--- src/rtl/uart_pkg.sv ---
// Shared constants for the UART command-frame parser.
//   HDR0/HDR1 : two-byte frame header (0x55, 0xAA)
//   ERR_*     : err_code values reported on frame_err
//   IDLE..CHK : parser state encoding
package uart_pkg;

  localparam logic [7:0] HDR0 = 8'h55;
  localparam logic [7:0] HDR1 = 8'hAA;

  localparam logic [1:0] ERR_LEN = 2'd1;
  localparam logic [1:0] ERR_CHK = 2'd2;
  localparam logic [1:0] ERR_TMO = 2'd3;

  localparam logic [2:0] IDLE    = 3'd0;
  localparam logic [2:0] HDR2    = 3'd1;
  localparam logic [2:0] CMD     = 3'd2;
  localparam logic [2:0] LEN     = 3'd3;
  localparam logic [2:0] PAYLOAD = 3'd4;
  localparam logic [2:0] CHK     = 3'd5;

endpackage

--- src/rtl/frame_buf.sv ---
// Payload buffer: DEPTH x 8 register array.
//   sysclk, rst   : clock, async active-low reset (read register only)
//   we/waddr/wdata: synchronous write port
//   raddr/rdata   : registered read port, rdata valid one cycle after raddr
module frame_buf #(
  parameter int DEPTH = 16,
  parameter int AW    = 4
) (
  input  logic          sysclk,
  input  logic          rst,
  input  logic          we,
  input  logic [AW-1:0] waddr,
  input  logic [7:0]    wdata,
  input  logic [AW-1:0] raddr,
  output logic [7:0]    rdata
);

  logic [7:0] mem [DEPTH];

  // Storage is left unreset; contents are don't-care until a frame is written.
  always_ff @(posedge sysclk) begin
    if (we) mem[waddr] <= wdata;
  end

  always_ff @(posedge sysclk or negedge rst) begin
    if (!rst) rdata <= '0;
    else      rdata <= mem[raddr];
  end

endmodule

--- src/rtl/uart_frame_parser.sv ---
// Assembles command frames (55 AA CMD LEN payload CHK) from a UART byte stream.
//
// state   | meaning
// --------+-------------------------------------------------
// IDLE    | hunting for first header byte 0x55
// HDR2    | got 0x55, expecting 0xAA (0x55 resyncs here)
// CMD     | next byte is the command
// LEN     | next byte is the payload length
// PAYLOAD | collecting LEN payload bytes into the buffer
// CHK     | next byte is the modulo-256 checksum
//
// Ports:
//   sysclk, rst        : clock, async active-low reset
//   rx_data, rx_done   : received byte and its one-cycle strobe
//   frame_valid        : pulse, a good frame has been stored
//   frame_cmd/len      : CMD/LEN of the last good frame
//   frame_pending      : good frame held until frame_ack
//   frame_ack          : consumer releases the buffer
//   rd_addr, rd_data   : payload read port (registered, 1-cycle latency)
//   frame_err/err_code : abort pulse and last error code
//   overrun            : sticky, a byte arrived while a frame was held
module uart_frame_parser
  import uart_pkg::*;
#(
  parameter int MAX_LEN     = 16,
  parameter int TIMEOUT_CYC = 20000,
  parameter int AW          = 4
) (
  input  logic          sysclk,
  input  logic          rst,
  input  logic [7:0]    rx_data,
  input  logic          rx_done,
  output logic          frame_valid,
  output logic [7:0]    frame_cmd,
  output logic [7:0]    frame_len,
  output logic          frame_pending,
  input  logic          frame_ack,
  input  logic [AW-1:0] rd_addr,
  output logic [7:0]    rd_data,
  output logic          frame_err,
  output logic [1:0]    err_code,
  output logic          overrun
);

  localparam int             TW        = $clog2(TIMEOUT_CYC);
  localparam logic [TW-1:0]  TMO_LOAD  = TW'(TIMEOUT_CYC - 1);
  localparam logic [7:0]     MAX_LEN_B = 8'(MAX_LEN);

  logic [2:0]    state;
  logic [7:0]    sum;
  logic [7:0]    idx;
  logic [7:0]    cur_cmd;
  logic [7:0]    cur_len;
  logic [TW-1:0] tmo_cnt;
  logic          accept;
  logic          buf_we;

  // Discard is decided by the registered pending flag, so a byte arriving
  // together with frame_ack is still dropped.
  assign accept = rx_done & ~frame_pending;
  assign buf_we = accept && (state == PAYLOAD);

  frame_buf #(
    .DEPTH (MAX_LEN),
    .AW    (AW)
  ) u_frame_buf (
    .sysclk (sysclk),
    .rst    (rst),
    .we     (buf_we),
    .waddr  (idx[AW-1:0]),
    .wdata  (rx_data),
    .raddr  (rd_addr),
    .rdata  (rd_data)
  );

  always_ff @(posedge sysclk or negedge rst) begin
    if (!rst) begin
      state         <= IDLE;
      sum           <= '0;
      idx           <= '0;
      cur_cmd       <= '0;
      cur_len       <= '0;
      tmo_cnt       <= '0;
      frame_valid   <= 1'b0;
      frame_cmd     <= '0;
      frame_len     <= '0;
      frame_pending <= 1'b0;
      frame_err     <= 1'b0;
      err_code      <= '0;
      overrun       <= 1'b0;
    end else begin
      frame_valid <= 1'b0;
      frame_err   <= 1'b0;

      if (frame_pending && frame_ack) begin
        frame_pending <= 1'b0;
        overrun       <= 1'b0;
      end else if (frame_pending && rx_done) begin
        overrun <= 1'b1;
      end

      // An accepted byte always beats a simultaneous timeout.
      if (accept) begin
        tmo_cnt <= TMO_LOAD;
        case (state)
          IDLE: begin
            if (rx_data == HDR0) state <= HDR2;
          end
          HDR2: begin
            if (rx_data == HDR1)      state <= CMD;
            else if (rx_data != HDR0) state <= IDLE;
          end
          CMD: begin
            cur_cmd <= rx_data;
            sum     <= rx_data;
            state   <= LEN;
          end
          LEN: begin
            if (rx_data > MAX_LEN_B) begin
              frame_err <= 1'b1;
              err_code  <= ERR_LEN;
              state     <= IDLE;
            end else begin
              cur_len <= rx_data;
              sum     <= sum + rx_data;
              idx     <= '0;
              state   <= (rx_data == 8'd0) ? CHK : PAYLOAD;
            end
          end
          PAYLOAD: begin
            sum <= sum + rx_data;
            idx <= idx + 8'd1;
            if (idx + 8'd1 == cur_len) state <= CHK;
          end
          CHK: begin
            if (rx_data == sum) begin
              frame_valid   <= 1'b1;
              frame_cmd     <= cur_cmd;
              frame_len     <= cur_len;
              frame_pending <= 1'b1;
            end else begin
              frame_err <= 1'b1;
              err_code  <= ERR_CHK;
            end
            state <= IDLE;
          end
          default: state <= IDLE;
        endcase
      end else if (state != IDLE) begin
        // Down-counter reaches zero TIMEOUT_CYC-1 cycles after the last byte.
        if (tmo_cnt == '0) begin
          frame_err <= 1'b1;
          err_code  <= ERR_TMO;
          state     <= IDLE;
        end else begin
          tmo_cnt <= tmo_cnt - TW'(1);
        end
      end
    end
  end

endmodule

--- config.mk ---
export PLATFORM = sky130hd
export DESIGN_NAME = uart_frame_parser
export DESIGN_NICKNAME = d
export VERILOG_FILES = /design/src/rtl/uart_pkg.sv /design/src/rtl/frame_buf.sv /design/src/rtl/uart_frame_parser.sv
export SDC_FILE = /design/constraint.sdc
export NUM_CORES = 1
export LEC_CHECK = 0
export ABC_AREA = 1
export ABC_CLOCK_PERIOD_IN_PS = 6000
export BUFFER_PORTS_ARGS = -buffer_cell sky130_fd_sc_hd__buf_2
export CAP_MARGIN = 20
export CORE_MARGIN = 5
export CORE_UTILIZATION = 41
export DETAILED_ROUTE_END_ITERATION = 8
export MAX_ROUTING_LAYER = met4
export PLACE_DENSITY = 0.68
export SETUP_SLACK_MARGIN = 0.3
export SLEW_MARGIN = 20
export SYNTH_ARGS = -nofsm -noshare
export SYNTH_HDL_FRONTEND = slang
export SYNTH_SLANG_ARGS = --single-unit
export TNS_END_PERCENT = 20
--- constraint.sdc ---
create_clock -name sysclk -period 6 [get_ports sysclk]
set_clock_uncertainty 0.15 [all_clocks]
set_input_delay 0.3 -clock sysclk [delete_from_list [all_inputs] [get_ports sysclk]]
set_output_delay 0.3 -clock sysclk [all_outputs]
set_load 0.05 [all_outputs]
==> flow_summary.ini, run 1 <==
[status]
status = completed

[logic_synthesis]
synth_most_common_cell = nand2_1
yosysTopAreaCellShare_pct = 40.5
synthTopCellsByArea = edfxtp_1, dfrtp_1, nand2_1
synthCells = 895
seq_area_frac_synth_pct = 61.6
synth-seq-cells = 208
yosysTopAreaCell = edfxtp_1
yosys_warnings = 0
synth_nets = 925
netlist_top_cells_count = nand2_1, edfxtp_1, inv_1
synth_area_um2 = 9490
synth-edff-count = 128
async_flop_share_pct = 38.5
synthFlopType = edfxtp_1
synth_cell_types = 42
avgSynthCellArea_um2 = 10.6

[timing]
setup_viol_count_final = 0
whs_ns = 0.0992
fmax_mhz = 400
finalHoldViolCount = 0
layout_min_cycle_time_ns = 2.50
tightest_slew_ns = 0.998
fin_crit_sh_pct = 41.6
setup_tns_ns = 0
drv_slew = 0
rsz0062_at_grt = false
relSlewSlack_pct = 33.4

[placed_design]
io_buffers = 45
gp_congestion = 0.870
dpl.hpwl_um = 13200

[grt]
grt_overflow = 0
antenna_found_initial = 0
grt_pass1_vias = 6455
grt_usage_pct = 16.5
grt_max_degree = 81
grt_pass1_wl_um = 34300

[clock_network]
ctsResizeCount = 0
clk_latency_ns = 0.51
root_buffer = clkbuf_16
numCtsBuffers = 22
cts.sinks = 208
path_clk_slew_ns = 0.07
cts_setup_buffers = 0
tritoncts = yes
clockBufferDepth = 3
cts.htree.levels = 1
holdBufCountCts = 4

[floorplanning]
num_rows = 55
start_util_pct = 41.8
core_area_um2 = 22700
io_pins = 46
die_area_um2 = 26300
die_h_um = 162
dieWidth_um = 162

[setup_path]
start_kind = register
worstSetupPathType = register to register
worst_setup_path_end_kind = register
crit_start = state[1]$_DFFE_PN0P_
rrSetupSlack_ns = 3.50
required_ns = 5.98
cp.arrival_ns = 2.48
reg2reg_from = state[1]$_DFFE_PN0P_
worstPathMaxFanout = 10

[detailed_routing]
vias = 6472
drc = 0
vias_per_cell = 5.23
drt_iter0_drc = 537
wl_per_cell_um = 16.8
ant_nets = 0
firstDrtPassIters = 5
wirelength_um = 20800

[layout]
drive_gt1_share_pct = 13.0
nFillCells = 2056
fin_nets = 967
finish.utilization_pct = 47.1
n_antenna_cell = 0
syn_to_final_growth_pct = 12.8

[power_and_ir_drop]
peakVddDrop_v = 0.000249
power-per-cell-area_nw_per_um2 = 372
power_leakage_nw = 4.54

[min_path]
min-delay-start = rx_data[4]
hp-class = input port to register

[flow_run]
max_cap_viol_count = 0
-- cells by family (layout without fill, tap and decap cells) --
kind of cell / count (synthesis) / after routing / synth area share, %
AND/OR/NAND/NOR: 304 / 304 / 14.5
flip-flops: 208 / 208 / 61.6
AO/OA/AOI/OAI: 187 / 187 / 11.4
buffers and inverters: 136 / 194 / 5.93
multiplexers: 32 / 32 / 3.37
adder cells (fa/ha/maj): 14 / 14 / 1.92
XOR/XNOR: 14 / 14 / 1.29
-- power breakdown --
part           internal, mW  switching [mW]
clock network         0.810           0.549
registers              1.63          0.0900
logic                 0.302           0.600
total                  2.74            1.24
-- registers in the layout (all words and copies together), names as in the netlist, 2 cells and up --
signal,count
cur_cmd,8
cur_len,8
err_code,2
frame_cmd,8
frame_len,8
idx,8
state,3
sum,8
tmo_cnt,15
u_frame_buf.mem,128
u_frame_buf.rdata,8
-- area by class of cell --
cell class                 instances  area (um2)  area share (%)
clock inverter                    11         114            1.06
clock buffer                      29         617            5.76
tap                              285         357            3.33
sequential                       208        5850            54.6
multi-input combinational        551        3100            29.0
inverter                         104         390            3.65
timing repair buffer              50         282            2.63
-- critical path, cell delays in order, from the launching register on --
cell and delay (ns):
dfrtp_1 0.44, nor2_1 0.20, inv_2 0.09, nor2_4 0.15
inv_2 0.08, nor2_8 0.18, nand2_1 0.17, nor2_1 0.66
-- metal layers --
metal | global-route usage, % | part of all wire [%] | vias up
met4 | 4.50 | 2.7 | 0
li1 | - | - | 3170
met2 | 25.1 | 45 | 157
met1 | 23.2 | 48 | 3112
met3 | 2.54 | 4.5 | 33
met5 | - | 0 | -
-- per-stage QoR --
step                      worst slack, ns  cell area (um2)  total power [mW]  std cells
after global routing                 3.26            10700              4.22       1238
after global placement               3.42             9920              2.61       1194
after floorplan                      3.74             9490              2.43        895
after CTS                            3.25            10700              4.00       1238
after detailed placement             3.34             9920              2.63       1194
final                                3.50            10700              3.98       1238
-- path summary, 6_finish.rpt --
| kind | endpoint | cells after the start |
|---|---|---|
| max in group asynchronous | idx[3]$_DFFE_PN0P_ | 2 |
| worst max-delay path | u_frame_buf.mem[5][3]$_DFFE_PP_ | 7 |
| worst max register to register | u_frame_buf.mem[5][3]$_DFFE_PP_ | 7 |
| min in group asynchronous | tmo_cnt[4]$_DFFE_PN0P_ | 2 |
| worst min-delay path | u_frame_buf.mem[11][4]$_DFFE_PP_ | 1 |
| worst min register to register | frame_cmd[7]$_DFFE_PN0N_ | 2 |
-- cell usage in the layout (no fill, tap or decap), types with 5 or more instances in the layout --
master,count
nor3_2,5
a21oi_1,44
o21ai_0,66
dfrtp_1,80
nand3_1,46
xnor2_1,5
mux2i_1,32
inv_1,96
nand4_1,8
nor3_1,6
buf_2,43
xor2_1,9
o211ai_1,33
clkbuf_16,22
nand2_2,8
nor2_2,8
inv_2,7
nand2_1,160
clkinv_2,6
o21ai_1,30
nor2_1,51
edfxtp_1,128
ha_1,13
No activity file was read; power rests on OpenSTA's default activity.
==> run 2: changes to the inputs <==
--- a/config.mk
+++ b/config.mk
@@ -5,8 +5,8 @@
 export SDC_FILE = /design/constraint.sdc
 export NUM_CORES = 1
 export LEC_CHECK = 0
-export ABC_AREA = 1
-export ABC_CLOCK_PERIOD_IN_PS = 6000
+export ABC_AREA = 0
+export ABC_CLOCK_PERIOD_IN_PS = 2320
 export BUFFER_PORTS_ARGS = -buffer_cell sky130_fd_sc_hd__buf_2
 export CAP_MARGIN = 20
 export CORE_MARGIN = 5
==> constraint.sdc (replaced) <==
create_clock -name sysclk -period 2.32 [get_ports sysclk]
set_clock_uncertainty 0.15 [all_clocks]
set_input_delay 0.116 -clock sysclk [delete_from_list [all_inputs] [get_ports sysclk]]
set_output_delay 0.116 -clock sysclk [all_outputs]
set_load 0.05 [all_outputs]
==> run 2 against run 1 <==
The flow now finishes with violations (negative setup slack). Utilization grew 6.5 points. Count of clock-buffer cells in the layout is the same. Via count shrank 12%. Final area grew 8.2%. Clock power grew to 2.5 times the previous value. Total power grew 110%. Die area shrank 5.7%. Sequential power grew 140%. Synthesized cell count shrank 36%. Register-to-register slack lost 3.6 ns.
==> flow_summary.ini, run 2 <==
[status]
status = finished with violations
violations = negative setup slack

[layout]
fin_cells = 1017
drive_gt1_share_pct = 42.2
nFillCells = 1702
n_antenna_cell = 0
syn_to_final_growth_pct = 29.9
fin_nets = 752
final_cell_mix = edfxtp_1, dfrtp_1, buf_4, buf_2, mux4_2
final_area_um2 = 11600
finish.utilization_pct = 53.6
regMostFlops = u_frame_buf.mem
reg_top3 = u_frame_buf.mem: 128 flops, tmo_cnt: 15 flops
final_common_cell = edfxtp_1
largest_reg_flops = 128

[detailed_routing]
firstDrtPassIters = 4
wirelength_um = 22100
ant_nets = 0
wl_per_cell_um = 21.7
vias_per_cell = 5.60
drt_iter0_drc = 302
drc = 0
vias = 5699

[timing]
setup_tns_ns = -0.611
setup_viol_count_final = 9
relSlewSlack_pct = 56.2
layout_min_cycle_time_ns = 2.46
layout_setup_ws_ns = -0.144
tightest_slew_ns = 0.656
fmax_mhz = 406
whs_ns = 0.00886
drv_slew = 0
finalHoldViolCount = 0
rsz0062_at_grt = true
fin_crit_sh_pct = 106

[setup_path]
cp.arrival_ns = 2.71
worstPathMaxFanout = 4
worstSetupPathType = register to register
slowest_stage = or4b_4
worst_setup_path_end_kind = register
start_kind = register
path_delay_family = compound AO/OA/AOI/OAI gates
required_ns = 2.57
slowest_delay_ns = 0.44
path_cells = inv_2, ha_4, or4b_4, o41a_1, o211ai_4, buf_4, nor3b_2, xnor2_1, nor2_1
crit_buf_inv = 2

[min_path]
hp-class = input port to register

[logic_synthesis]
yosys_warnings = 0
synthCells = 575
yosysTopAreaCell = edfxtp_1
synth_nets = 605
synth_area_um2 = 8920
avgSynthCellArea_um2 = 15.5
synth_most_common_cell = edfxtp_1
yosysTopAreaCellShare_pct = 43.1
synthTopCellsByArea = edfxtp_1, dfrtp_1, mux4_2
synth-seq-cells = 208
async_flop_share_pct = 38.5
synthFlopType = edfxtp_1
synth_cell_types = 56
seq_area_frac_synth_pct = 65.5
netlist_top_cells_count = edfxtp_1, dfrtp_1, mux4_2
synth-edff-count = 128

[floorplanning]
start_util_pct = 41.3
num_rows = 54
dieWidth_um = 157
die_h_um = 157
io_pins = 46
die_area_um2 = 24800
core_area_um2 = 21600

[grt]
grt.met3_usage_pct = 2.12
grt_usage_pct = 18.4
grt_pass1_vias = 5803
use_met2_pct = 30.3
grt_overflow = 0
grt_pass1_wl_um = 34200
grt-busiest-layer = met2
antenna_found_initial = 0
grtUsageMet1_pct = 24.6
grt_max_degree = 43

[clock_network]
cts.sinks = 208
clk_latency_ns = 0.51
cts.htree.levels = 1
clockBufferDepth = 3
numCtsBuffers = 23
root_buffer = clkbuf_16
tritoncts = yes
path_clk_slew_ns = 0.06

[power_and_ir_drop]
peakVddDrop_v = 0.000460
power-per-cell-area_nw_per_um2 = 734
fin_total_pwr_mw = 8.51
power_leakage_nw = 4.50

[placed_design]
post-place-cells = 917
dp_slack_ns = -0.0871
dpl-instance-area_um2 = 9820
io_buffers = 45
dpl.hpwl_um = 13400
gp_congestion = 0.881

[flow_run]
max_cap_viol_count = 0
## run 2: cell count changes after synthesis, moves of 28 or more
| cell | change |
|---|---|
| inv_1 | -80 |
| mux2_2 | +28 |
| mux2i_1 | -29 |
| mux4_2 | +40 |
| nand2_1 | -133 |
| nand3_1 | -36 |
| o211ai_1 | -30 |
| o21ai_0 | -46 |
| o21ai_1 | -30 |
## run 2: final cells by class
type	instances	area [um2]	share of cell area, %
Sequential cell	208	5850	50.5
Multi-Input combinational cell	326	3410	29.4
Timing Repair Buffer	147	1200	10.4
Clock buffer	29	618	5.33
Tap cell	280	350	3.02
Clock inverter	11	98.8	0.853
Inverter	16	60.1	0.518
## run 2: final timing paths
kind	end	slack (ns)	startpoint	cells after the start
max reg2reg	tmo_cnt[13]$_DFFE_PN0P_	-0.14	tmo_cnt[1]$_DFFE_PN0P_	9
max	tmo_cnt[13]$_DFFE_PN0P_	-0.14	tmo_cnt[1]$_DFFE_PN0P_	9
min in group asynchronous	tmo_cnt[12]$_DFFE_PN0P_	0.03	rst	3
min reg2reg	err_code[0]$_DFFE_PN0P_	0.35	err_code[0]$_DFFE_PN0P_	1
max in group asynchronous	u_frame_buf.rdata[7]$_DFF_PN0_	0.94	rst	3
min	u_frame_buf.mem[4][4]$_DFFE_PP_	0.009	rx_data[4]	2
## run 2: kinds of logic (layout without fill, tap and decap cells)
logic type	after synthesis	after routing	share of synthesized area, %
AOI/OAI and AO/OA	76	76	5.63
xor gates and xnor gates	25	25	2.46
adders and majority gates	14	14	2.05
buffers and inverters	41	203	1.88
DFF	208	208	65.5
muxes	71	71	14.0
and+or+nand+nor	140	140	8.47
## run 2: what timing repair did
action                                  4_1_cts  5_1_grt
resized for setup                            80       38
setup buffers                                26       18
cloned                                        1        0
endpoints found under the setup margin      148      176
hold buffers                                 15        0
pin swaps                                    41       36
hold endpoints to repair                    158        0
## run 2: routing by layer
| layer | vias up | wire, um |
|---|---|---|
| met5 | - | 0 |
| met4 | 0 | 675 |
| met3 | 54 | 1080 |
| met2 | 176 | 11100 |
| met1 | 2974 | 9170 |
| li1 | 2495 | - |
## run 2: worst register-to-register path, stage by stage (launching register included)
cell and delay [ns]:
dfrtp_1 0.40, inv_2 0.10, ha_4 0.14, or4b_4 0.44, o41a_1 0.43, o211ai_4 0.26
buf_4 0.16, nor3b_2 0.04, xnor2_1 0.16, nor2_1 0.07
## run 2: where the power goes
part           internal (mW)  switching (mW)
combinational          0.437           0.525
clock                   2.01            1.45
sequential              4.01          0.0686
total                   6.46            2.04
